## config.mk

```make
export PLATFORM = sky130hd
export DESIGN_NAME = ohm_bcd_fmt_flat
export DESIGN_NICKNAME = d
export VERILOG_FILES = /design/src/rtl/ohm_bcd_fmt_if.sv /design/src/rtl/ohm_bcd_fmt.sv /design/src/flat_wrapper.sv
export SDC_FILE = /design/constraint.sdc
export NUM_CORES = 1
export LEC_CHECK = 0
export BUFFER_PORTS_ARGS = -buffer_cell sky130_fd_sc_hd__buf_2
export CORE_MARGIN = 2
export CORE_UTILIZATION = 55
export CTS_CLUSTER_DIAMETER = 60
export DETAILED_ROUTE_END_ITERATION = 10
export GPL_ROUTABILITY_DRIVEN = 0
export PLACE_DENSITY = 0.74
export SYNTH_ARGS = -nofsm -noshare
export SYNTH_HDL_FRONTEND = slang
export SYNTH_SLANG_ARGS = --single-unit
```

## constraint.sdc

```tcl
create_clock -name clk -period 6.8 [get_ports clk]
set_clock_uncertainty 0.2 [all_clocks]
set_input_delay 0.34 -clock clk [delete_from_list [all_inputs] [get_ports clk]]
set_output_delay 0.34 -clock clk [all_outputs]
set_load 0.02 [all_outputs]
```

## src/rtl/ohm_bcd_fmt_if.sv

```systemverilog
// Sample/result bundle between the igniter resistance path and the BCD
// display formatter.
interface ohm_bcd_fmt_if;
  logic        valid_in;
  logic [11:0] r_in;
  logic        busy;
  logic        valid_out;
  logic [3:0]  dig_t;
  logic [3:0]  dig_o;
  logic [3:0]  dig_d;
  logic [3:0]  dig_h;
  logic        open_flag;
  logic        short_flag;
  logic        overrun;

  modport master (
    output valid_in, r_in,
    input  busy, valid_out, dig_t, dig_o, dig_d, dig_h,
           open_flag, short_flag, overrun
  );

  modport slave (
    input  valid_in, r_in,
    output busy, valid_out, dig_t, dig_o, dig_d, dig_h,
           open_flag, short_flag, overrun
  );
endinterface

```

## src/rtl/ohm_bcd_fmt.sv

```systemverilog
// Converts 12-bit ADC-format resistance samples (1/32 ohm, inverted magnitude)
// into "TT.HH" BCD display digits using an iterative scale + double-dabble.
module ohm_bcd_fmt #(
  parameter logic [10:0] OPEN_CODE  = 11'h7DC,
  parameter bit          BLANK_LEAD = 1'b1
) (
  input logic         clk,
  input logic         reset,
  ohm_bcd_fmt_if.slave bus
);

  typedef enum logic [1:0] {IDLE, SCALE, CONV, OUT} state_t;

  state_t      state;
  logic [10:0] cur_mag;
  logic [10:0] pend_mag;
  logic        pend_full;
  logic [15:0] s_reg;
  logic [15:0] bcd;
  logic [3:0]  bit_cnt;

  logic [10:0] mag_in;
  logic [15:0] prod;
  logic [11:0] low_adj;

  assign mag_in = bus.r_in[11] ? 11'd0 : (bus.r_in[10:0] ^ 11'h7FF);
  assign prod   = {5'd0, cur_mag} * 16'd25 + 16'd4;
  assign bus.busy = (state != IDLE);

  // The result never exceeds 6397, so the thousands nibble is at most 4 before
  // any shift and never needs the add-3 correction; only the low three are fixed up.
  always_comb begin
    low_adj = bcd[11:0];
    for (int n = 0; n < 3; n++) begin
      if (bcd[n*4 +: 4] >= 4'd5)
        low_adj[n*4 +: 4] = bcd[n*4 +: 4] + 4'd3;
    end
  end

  always_ff @(posedge clk) begin
    if (reset) begin
      state          <= IDLE;
      cur_mag        <= '0;
      pend_mag       <= '0;
      pend_full      <= 1'b0;
      s_reg          <= '0;
      bcd            <= '0;
      bit_cnt        <= '0;
      bus.valid_out  <= 1'b0;
      bus.dig_t      <= 4'hF;
      bus.dig_o      <= 4'h0;
      bus.dig_d      <= 4'h0;
      bus.dig_h      <= 4'h0;
      bus.open_flag  <= 1'b0;
      bus.short_flag <= 1'b0;
      bus.overrun    <= 1'b0;
    end else begin
      bus.valid_out <= 1'b0;
      case (state)
        IDLE: begin
          if (bus.valid_in) begin
            cur_mag <= mag_in;
            state   <= SCALE;
          end
        end

        SCALE: begin
          // prod[15:3] is the rounded value in hundredths; it is shifted out MSB first.
          s_reg   <= prod;
          bcd     <= '0;
          bit_cnt <= 4'd12;
          state   <= CONV;
        end

        CONV: begin
          bcd     <= {bcd[14:12], low_adj, s_reg[15]};
          s_reg   <= {s_reg[14:0], 1'b0};
          bit_cnt <= bit_cnt - 4'd1;
          if (bit_cnt == 4'd0)
            state <= OUT;
        end

        OUT: begin
          bus.valid_out <= 1'b1;
          if (cur_mag == OPEN_CODE) begin
            bus.dig_t      <= 4'h3;
            bus.dig_o      <= 4'hE;
            bus.dig_d      <= 4'hE;
            bus.dig_h      <= 4'hF;
            bus.open_flag  <= 1'b1;
            bus.short_flag <= 1'b0;
          end else begin
            bus.dig_t      <= (BLANK_LEAD && bcd[15:12] == 4'h0) ? 4'hF : bcd[15:12];
            bus.dig_o      <= bcd[11:8];
            bus.dig_d      <= bcd[7:4];
            bus.dig_h      <= bcd[3:0];
            bus.open_flag  <= 1'b0;
            bus.short_flag <= (cur_mag < 11'h020);
          end

          // A fresh sample in this cycle wins over whatever is pending.
          if (bus.valid_in) begin
            cur_mag <= mag_in;
            state   <= SCALE;
            if (pend_full) begin
              bus.overrun <= 1'b1;
              pend_full   <= 1'b0;
            end
          end else if (pend_full) begin
            cur_mag   <= pend_mag;
            pend_full <= 1'b0;
            state     <= SCALE;
          end else begin
            state <= IDLE;
          end
        end

        default: state <= IDLE;
      endcase

      if ((state == SCALE || state == CONV) && bus.valid_in) begin
        pend_mag  <= mag_in;
        pend_full <= 1'b1;
        if (pend_full)
          bus.overrun <= 1'b1;
      end
    end
  end

endmodule

```

## src/flat_wrapper.sv

```systemverilog
// flat-port wrapper written by rule: the top's interface ports become plain ports
module ohm_bcd_fmt_flat 
#(
  parameter logic [10:0] OPEN_CODE  = 11'h7DC,
  parameter bit          BLANK_LEAD = 1'b1
)
  (clk, reset, bus_valid_in, bus_r_in, bus_busy, bus_valid_out, bus_dig_t, bus_dig_o, bus_dig_d, bus_dig_h, bus_open_flag, bus_short_flag, bus_overrun);
  ohm_bcd_fmt_if bus_i ();
  input logic clk;
  input logic reset;
  input wire logic [$bits(bus_i.valid_in)-1:0] bus_valid_in;
  input wire logic [$bits(bus_i.r_in)-1:0] bus_r_in;
  output wire logic [$bits(bus_i.busy)-1:0] bus_busy;
  output wire logic [$bits(bus_i.valid_out)-1:0] bus_valid_out;
  output wire logic [$bits(bus_i.dig_t)-1:0] bus_dig_t;
  output wire logic [$bits(bus_i.dig_o)-1:0] bus_dig_o;
  output wire logic [$bits(bus_i.dig_d)-1:0] bus_dig_d;
  output wire logic [$bits(bus_i.dig_h)-1:0] bus_dig_h;
  output wire logic [$bits(bus_i.open_flag)-1:0] bus_open_flag;
  output wire logic [$bits(bus_i.short_flag)-1:0] bus_short_flag;
  output wire logic [$bits(bus_i.overrun)-1:0] bus_overrun;
  assign bus_i.valid_in = bus_valid_in;
  assign bus_i.r_in = bus_r_in;
  assign bus_busy = bus_i.busy;
  assign bus_valid_out = bus_i.valid_out;
  assign bus_dig_t = bus_i.dig_t;
  assign bus_dig_o = bus_i.dig_o;
  assign bus_dig_d = bus_i.dig_d;
  assign bus_dig_h = bus_i.dig_h;
  assign bus_open_flag = bus_i.open_flag;
  assign bus_short_flag = bus_i.short_flag;
  assign bus_overrun = bus_i.overrun;
  ohm_bcd_fmt #(.OPEN_CODE(OPEN_CODE), .BLANK_LEAD(BLANK_LEAD)) u_core (.clk(clk), .reset(reset), .bus(bus_i));
endmodule
```

Word level (Yosys, flattened, before mapping)
Cells that the tools add are included.
Widths: inputs -> output; s select.
{ "totals": {"ff_bits": 81, "latchBits": 0, "mem_bits_rw": 0, "mem_bits_ro": 0, "in_bits": 15, "output_inout_bits": 21, "elab_cells": 75, "n_memories": 0} }
{ "classes": {"n_addsub": 5, "n_mul": 1, "n_div": 0, "magnitude_cmp": 4, "n_eq_ne": 7, "shift": 0, "n_mux": 31, "n_bitwise": 1, "n_reduce_logical": 11} }
{ "op_table": {"columns": ["cell", "count"], "rows": [
  ["$pmux 16 s2", 2],
  ["$mux 11", 4],
  ["$mux 4", 8],
  ["$pmux 11 s2", 1],
  ["$add 16x3->16 const B", 1],
  ["$mul 11x5->16 const B", 1],
  ["$add 4x2->4 const B", 3],
  ["$ge 4x3->1 const B", 3],
  ["$eq 11x11->1 const B", 1],
  ["$lt 11x6->1 const B", 1],
  ["$mux 1", 11],
  ["$not 11->11", 1],
  ["$logic_not 4->1", 2],
  ["$pmux 2 s4", 1],
  ["$pmux 4 s2", 1],
  ["$reduce_bool 2->1", 4],
  ["$mux 2", 3],
  ["$eq 2x2->1 const B", 2],
  ["$sub 4x1->4 const B", 1],
  ["$ne 3x2->1 const B", 1],
  ["$reduce_and 3->1", 1],
  ["$eq 2x1->1 const B", 1],
  ["$logic_not 2->1", 1],
  ["$ne 2x1->1 const B", 1],
  ["4 further kinds", 4]
]} }

Logic depth before layout (Yosys ltp)
Gate-level depths: netlist of the first run.
{ "logic_depth": {"ltp_word": 5, "ltp_mapped": 14, "depth_no_buf": 13} }

Least setup slack after synthesis of the first run
No wires, ideal clock.
{ "synth_path": {"kind": "reg2reg", "startpoint": "register u_core.cur_mag[5]", "endpoint": "register u_core.s_reg[15]", "arrival_time_ns": 2.849, "required_ns": 6.473, "path_slack_ns": 3.624, "path_stages_with_launch": 15, "path_cell_list": "dfxtp_1 inv_1 ha_1 inv_1 ha_1 inv_1 fa_1 inv_1 ha_1 buf_2 a21oi_1 o21ai_1 a31oi_2 nor4b_1 or3b_1"} }
{ "synth_via": {"elab_chain_len": 3} }
{ "synth_rtl": {"columns": ["item", "line_no", "rtl"], "rows": [
  ["start, declared", "ohm_bcd_fmt.sv:15", "logic [10:0] cur_mag;"],
  ["start signal, assigned", "ohm_bcd_fmt.sv:62", "cur_mag <= mag_in;"],
  ["start signal, assigned", "ohm_bcd_fmt.sv:103", "cur_mag <= mag_in;"],
  ["start signal, assigned", "ohm_bcd_fmt.sv:110", "cur_mag <= pend_mag;"],
  ["$mul 11x5->16", "ohm_bcd_fmt.sv:27", "assign prod = {5'd0, cur_mag} * 16'd25 + 16'd4;"],
  ["$add 16x3->16", "ohm_bcd_fmt.sv:27", null],
  ["$pmux 16 s2", "ohm_bcd_fmt.sv:59", "case (state)"],
  ["end signal, assigned", "ohm_bcd_fmt.sv:69", "s_reg <= prod;"],
  ["end signal, assigned", "ohm_bcd_fmt.sv:77", "s_reg <= {s_reg[14:0], 1'b0};"],
  ["end, declared", "ohm_bcd_fmt.sv:18", "logic [15:0] s_reg;"]
]} }
No other way between the ends.
A chain may end at the register's enable or synchronous reset.

Final worst setup path of the first run
Ends and elaborated chain as after synthesis.

==> impl_table.tex, run 1 <==
\begin{tabular}{lr}
\hline
Metric & Value \\
\hline
\multicolumn{2}{l}{\textbf{Outcome}} \\
Run status & complete, no violations \\
\multicolumn{2}{l}{\textbf{CTS}} \\
Cts bufs inserted & 9 \\
Clock latency of the later-clocked register in the worst-skew pair & roughly 350 ps \\
Clock transition at the registers of the reported paths & around 90 ps \\
Worst-case clock buffer depth & 2 \\
Count of buffers added by post-CTS timing repair for setup & 0 \\
Buffer type at the clock tree root & clkbuf\_8 \\
CTS Sinks & $\sim$80 \\
CTS tree & built \\
Maximum level of the CTS H-tree & 3 \\
Number of buffers inserted by hold repair at cts & 0 \\
Post-cts sizing count & 0 \\
\multicolumn{2}{l}{\textbf{Layout}} \\
Synthesis-to-finish area growth & 9.11\% \\
Fraction of layout cells with a size suffix above 1 & 0.111 \\
Count of non-filler cells in the finished layout & between 700 and 800 \\
Fin nets & 678 \\
\# diodes & 0 \\
Fill count & 783 \\
\multicolumn{2}{l}{\textbf{Yosys}} \\
Simple-gate share of the synthesized area & 0.172 \\
Adder-Cell Fraction of Synth Area & 0.178 \\
Cells after synthesis & 580 \\
Multiplexer fraction of the synthesized cell area & 0.0256 \\
EDFF count, synth & 0 \\
Number of nets produced by synthesis & 660 \\
Main combinational cell family by area after synthesis & compound AO/OA/AOI/OAI gates \\
Share of the synthesized area in compound gates (AO/OA/AOI/OAI) & 0.199 \\
Synth Flop Type & dfxtp\_1 \\
Async S/R FF share, synth & 0 \\
Post-synthesis sequential area ratio & 0.335 \\
Cell area after synthesis & just under 5000 sq um \\
Average cell area after synthesis & 8.34 sq um \\
Post-synthesis xor/xnor area fraction & 0.0290 \\
Number of distinct library cells after synthesis & 57 \\
Yosys warning total & 0 \\
Flip-flop and latch count after synthesis & between 80 and 90 \\
\multicolumn{2}{l}{\textbf{Detailed routing}} \\
Detail Route Antenna Nets & 0 \\
Total iterations of the first detailed-routing run & 4 \\
Number of vias after detailed routing & slightly above 4000 \\
Average wire length per cell after detail routing & $\sim$14 um \\
Final wirelength & between 10 and 15 mm \\
Number of vias per cell & $\sim$5.7 \\
Violation count after the first detailed-route iteration & approximately 220 \\
Count of unresolved DRC violations after routing & 0 \\
\multicolumn{2}{l}{\textbf{Global routing}} \\
Total congestion overflow after global routing & 0 \\
Via count of the first global-routing pass & just under 4000 \\
Combined global-route utilization of all metal layers & 0.222 \\
Maximum number of pins on one net before global-route repair & 83 \\
Number of antenna violations at the first check in global routing & 0 \\
First-pass GRT wire length & about 18 mm \\
\multicolumn{2}{l}{\textbf{Worst setup path}} \\
Critical-path maximum fanout & 8 \\
Critical path startpoint & u\_core.cur\_mag[5] \\
Slowest CP cell & fa\_1 \\
Worst setup slack for register-to-register paths & around 3400 ps \\
Delay of the slowest critical-path stage & between 400 and 500 ps \\
Worst path required time & a little under 7000 ps \\
Critical path, cell by cell & inv\_1 -> ha\_1 -> inv\_1 -> ha\_1 -> inv\_1 -> fa\_1 -> inv\_1 -> ha\_1 -> a21oi\_1 -> o21ai\_1 -> a31oi\_2 -> nor4b\_1 -> or3b\_1 \\
Crit path top cell by count & inv\_1 \\
Bufs and invs on worst path & 4 \\
Data arrival, critical path & 3430 ps \\
CP delay by family, top & adder cells \\
Startpoint type of the worst setup path & flop \\
Endpoint of the worst register-to-register path & u\_core.s\_reg[15] \\
Type of destination of the critical path & flop \\
R2R Path Start & u\_core.cur\_mag[5] \\
Depth of the worst register-to-register path & 13 \\
Worst path depth & 13 \\
CP Class & reg -> reg \\
\multicolumn{2}{l}{\textbf{Place}} \\
Worst slack after detailed placement & between 3000 and 4000 ps \\
Number of placed instances with taps included & 695 \\
Input/output buffers & 35 \\
Half-perimeter wire length of the detailed placement result & around 7.4 mm \\
\multicolumn{2}{l}{\textbf{Power and ir drop}} \\
Overall power after layout & between 2000 and 2500 uW \\
Power density cells & a little over 400 nW/um\^{}2 \\
Leak Pwr & 0.00228 uW \\
Worst vdd ir & approximately 0.20 mV \\
\multicolumn{2}{l}{\textbf{Worst hold path}} \\
Worst hold stages & 4 \\
Worst hold path startpoint & bus\_r\_in[7] \\
Type of the most critical hold path & in -> reg \\
Hold path endpoint & u\_core.pend\_mag[7] \\
\multicolumn{2}{l}{\textbf{Floorplan}} \\
Vertical die dimension & approximately 98 um \\
Horizontal extent of the die & just under 100 um \\
Total Die Area & about 9600 sq um \\
Core Region & 8640 sq um \\
Initial Utilization & 0.560 \\
Std cell rows & 34 \\
I/O Pins & 36 \\
\multicolumn{2}{l}{\textbf{Timing}} \\
RSZ-0062 raised after global routing & no \\
Worst-Margin Slew & about 1200 ps \\
Number of pins exceeding their max-slew limit in the final report & 0 \\
Final Worst Setup Slack & between 3000 and 4000 ps \\
Final setup viols & 0 \\
Max-Slew Margin vs Limit & 0.193 \\
Final critical delay including setup and external delays & around 3400 ps \\
Number of hold-slack violations in the final timing report & 0 \\
Period Utilization, post-route & 0.500 \\
Worst Hold Slack & just over 100 ps \\
Top achievable clock speed & about 0.29 GHz \\
Setup TNS Final & 0 ps \\
\multicolumn{2}{l}{\textbf{Flow run}} \\
Max cap viols & 0 \\
\hline
\end{tabular}
==> kinds of logic after synthesis <==
family / after synthesis
AOI/OAI and AO/OA: 148
xor gates and xnor gates: 16
adders and majority gates: 65
buffers and inverters: 76
DFF: 81
muxes: 12
and+or+nand+nor: 182
==> worst reg2reg max path, stage by stage (launching register included) <==
cell	delay [ps]
dfxtp_1	400
inv_1	80
ha_1	270
inv_1	40
ha_1	270
inv_1	50
fa_1	490
inv_1	40
ha_1	390
a21oi_1	250
o21ai_1	130
a31oi_2	250
nor4b_1	80
or3b_1	340
==> per-layer routing <==
| metal | GRT usage | wire length (um) |
|---|---|---|
| met1 | 0.299 | 4920 |
| met2 | 0.366 | 4730 |
| met3 | 0.0315 | 379 |
| met4 | 0.0812 | 214 |
| met5 | 0 | 0 |
==> cell usage in the layout (no fill, tap or decap), drive strengths merged, types with 10 or more instances in the layout <==
master,count
a21oi,63
nor3,34
buf,40
a211oi,26
ha,59
nand2,33
nor2,73
and3,10
nand3,12
o21ai,15
inv,45
clkbuf,11
dfxtp,81
==> power by group <==
| group | switching (uW) | leakage [uW] | internal, uW |
|---|---|---|---|
| Combinational | 717 | 0.00151 | 418 |
| Sequential | 74.1 | 0.000660 | 569 |
| Clock | 187 | 0.000111 | 220 |
==> worst max-delay path by stage <==
stage | end | slack [ps]
CTS | u_core.s_reg[15] | 3400
finish | u_core.s_reg[15] | 3400
global placement | u_core.s_reg[15] | 3540
detailed placement | u_core.s_reg[15] | 3410
floorplan | u_core.s_reg[15] | 3620
global route | u_core.s_reg[15] | 3220
==> cell type report <==
class                   count  area (sq um)  area share
inverters                  43           161      0.0306
repair buffers             40           213      0.0403
multi-input cells         423          2920       0.553
flip-flops and latches     81          1620       0.307
well taps                 108           135      0.0256
clock inverters             5          85.1      0.0161
clock buffers              11           141      0.0268
==> Yosys cell counts (all sizes together) (10+ instances only) <==
master / instances / share of area
a211oi: 26 / 0.040
and3: 10 / 0.013
nand2: 33 / 0.026
nand3: 12 / 0.012
inv: 43 / 0.033
nor3: 34 / 0.036
dfxtp: 81 / 0.34
buf: 10 / 0.0098
ha: 59 / 0.15
nor2: 73 / 0.057
a21oi: 63 / 0.065
o21ai: 15 / 0.016
clkbuf: 23 / 0.018
==> through the flow <==
stage | cell area (sq um) | util
6_report | 5280 | 0.611
3_3_place_gp | 5050 | 0.585
5_1_grt | 5280 | 0.611
2_1_floorplan | 4830 | -
3_5_place_dp | 5050 | 0.585
4_1_cts | 5280 | 0.611
No activity file was read; power rests on OpenSTA's default activity.
==> inputs of run 2 (changes only) <==
Clock period 6.8 ns to 3.54 ns, I/O delays scaled along.
==> impl_table.tex, run 2 (synthesized netlist as in run 1, its figures left out) <==
\begin{tabular}{lr}
\hline
Metric & Value \\
\hline
\multicolumn{2}{l}{\textbf{Power and ir drop}} \\
Overall power after layout & around 4200 uW \\
Worst vdd ir & 0.317 mV \\
Power density cells & just under 800 nW/um\^{}2 \\
Leak Pwr & about 0.0023 uW \\
\multicolumn{2}{l}{\textbf{Worst setup path}} \\
Type of destination of the critical path & flop \\
Startpoint type of the worst setup path & flop \\
CP Class & reg -> reg \\
Data arrival, critical path & around 3400 ps \\
Critical-path maximum fanout & 7 \\
Worst path required time & between 3000 and 4000 ps \\
\multicolumn{2}{l}{\textbf{Layout}} \\
Top library cells by usage in the layout, fill and taps aside & dfxtp\_1 (80), nor2\_1 (73), a21oi\_1 (62), ha\_1 (59), inv\_1 (42) \\
Area of all placed cells without fillers & 5390 sq um \\
Synthesis-to-finish area growth & 11.5\% \\
Fraction of layout cells with a size suffix above 1 & 0.115 \\
\# diodes & 0 \\
Fin nets & between 600 and 700 \\
Most common cell after layout, fill and taps aside & dfxtp\_1 \\
\multicolumn{2}{l}{\textbf{CTS}} \\
CTS Sinks & slightly above 80 \\
Buffer type at the clock tree root & clkbuf\_8 \\
CTS tree & built \\
Worst-case clock buffer depth & 2 \\
Clock transition at the registers of the reported paths & $\sim$90 ps \\
Cts bufs inserted & 9 \\
Clock latency of the later-clocked register in the worst-skew pair & about 360 ps \\
Maximum level of the CTS H-tree & 3 \\
\multicolumn{2}{l}{\textbf{Detailed routing}} \\
Number of vias after detailed routing & a little over 4000 \\
Total iterations of the first detailed-routing run & 4 \\
Number of vias per cell & around 5.7 \\
Detail Route Antenna Nets & 0 \\
Final wirelength & roughly 11 mm \\
Violation count after the first detailed-route iteration & 197 \\
Count of unresolved DRC violations after routing & 0 \\
Average wire length per cell after detail routing & roughly 15 um \\
\multicolumn{2}{l}{\textbf{Timing}} \\
Period Utilization, post-route & 0.957 \\
Worst-Margin Slew & 824 ps \\
Number of hold-slack violations in the final timing report & 0 \\
Final setup viols & 0 \\
Top achievable clock speed & about 0.30 GHz \\
Number of pins exceeding their max-slew limit in the final report & 0 \\
Max-Slew Margin vs Limit & 0.451 \\
Setup TNS Final & 0 ps \\
Final critical delay including setup and external delays & roughly 3400 ps \\
RSZ-0062 raised after global routing & no \\
\multicolumn{2}{l}{\textbf{Floorplan}} \\
Std cell rows & 34 \\
Core Region & between 8000 and 9000 sq um \\
Initial Utilization & 0.560 \\
I/O Pins & 36 \\
Total Die Area & around 9600 sq um \\
Vertical die dimension & slightly below 100 um \\
Horizontal extent of the die & 97.8 um \\
\multicolumn{2}{l}{\textbf{Flow run}} \\
Max cap viols & 0 \\
\multicolumn{2}{l}{\textbf{Worst hold path}} \\
Type of the most critical hold path & in -> reg \\
\multicolumn{2}{l}{\textbf{Global routing}} \\
Number of antenna violations at the first check in global routing & 0 \\
Maximum number of pins on one net before global-route repair & 81 \\
Total congestion overflow after global routing & 0 \\
First-pass GRT wire length & roughly 19 mm \\
Combined global-route utilization of all metal layers & 0.234 \\
Via count of the first global-routing pass & between 3000 and 4000 \\
\multicolumn{2}{l}{\textbf{Outcome}} \\
Run status & complete, no violations \\
\multicolumn{2}{l}{\textbf{Place}} \\
Half-perimeter wire length of the detailed placement result & roughly 7.8 mm \\
Input/output buffers & 35 \\
Cell area after placement & a little over 5000 sq um \\
\hline
\end{tabular}
[run 2: repair_timing]
action,CTS,global route
endpoints found under the hold margin,23,0
gates resized for setup,0,2
buffers inserted,0,0
hold buffers,12,0
endpoints found under the setup margin,0,2
[run 2: cell type report]
class                   instances  area [sq um]
inverters                      43           161
clock buffers                  10           128
fillers                       747          3240
repair buffers                 54           348
clock inverters                 6          75.1
well taps                     108           135
flip-flops and latches         81          1620
multi-input cells             423          2920
[run 2: through the flow]
step	util	hold WS [ps]	instances	setup WS (ps)
3_3_place_gp	0.586	230	697	270
5_1_grt	0.624	48.8	725	2.68
6_report	0.624	32.2	725	154
4_1_cts	0.624	27.6	725	120
2_1_floorplan	-	149	580	364
3_5_place_dp	0.586	236	697	137
[run 2: worst max-delay path, cell delays in order (launching register included)]
cell and delay, ps:
dfxtp_1 500, ha_1 290, ha_1 330, fa_1 470
ha_1 380, o21ai_0 160, o21bai_2 250, a31oi_2 160
o31ai_2 190, or3b_1 350
[run 2: power breakdown]
group	internal [uW]	switching, uW
logic	846	1440
registers	1090	139
clock network	336	377
total	2280	1950
[run 2: metal layers]
| metal | track usage | vias to the layer above | part of all wire |
|---|---|---|---|
| met5 | 0 | - | 0 |
| met4 | 0.0769 | 0 | 0.015 |
| met3 | 0.0329 | 14 | 0.033 |
| met2 | 0.401 | 74 | 0.48 |
| met1 | 0.307 | 1935 | 0.47 |
| li1 | - | 2108 | - |
[run 2: worst paths after layout]
check / endpoint / slack [ps] / cells past startpoint / from
setup reg to reg: u_core.s_reg[15] / 150 / 9 / u_core.cur_mag[2]
setup / recovery: u_core.s_reg[15] / 150 / 9 / u_core.cur_mag[2]
hold / removal: u_core.s_reg[14] / 30 / 3 / reset
hold reg to reg: u_core.bus.overrun / 250 / 2 / u_core.bus.overrun
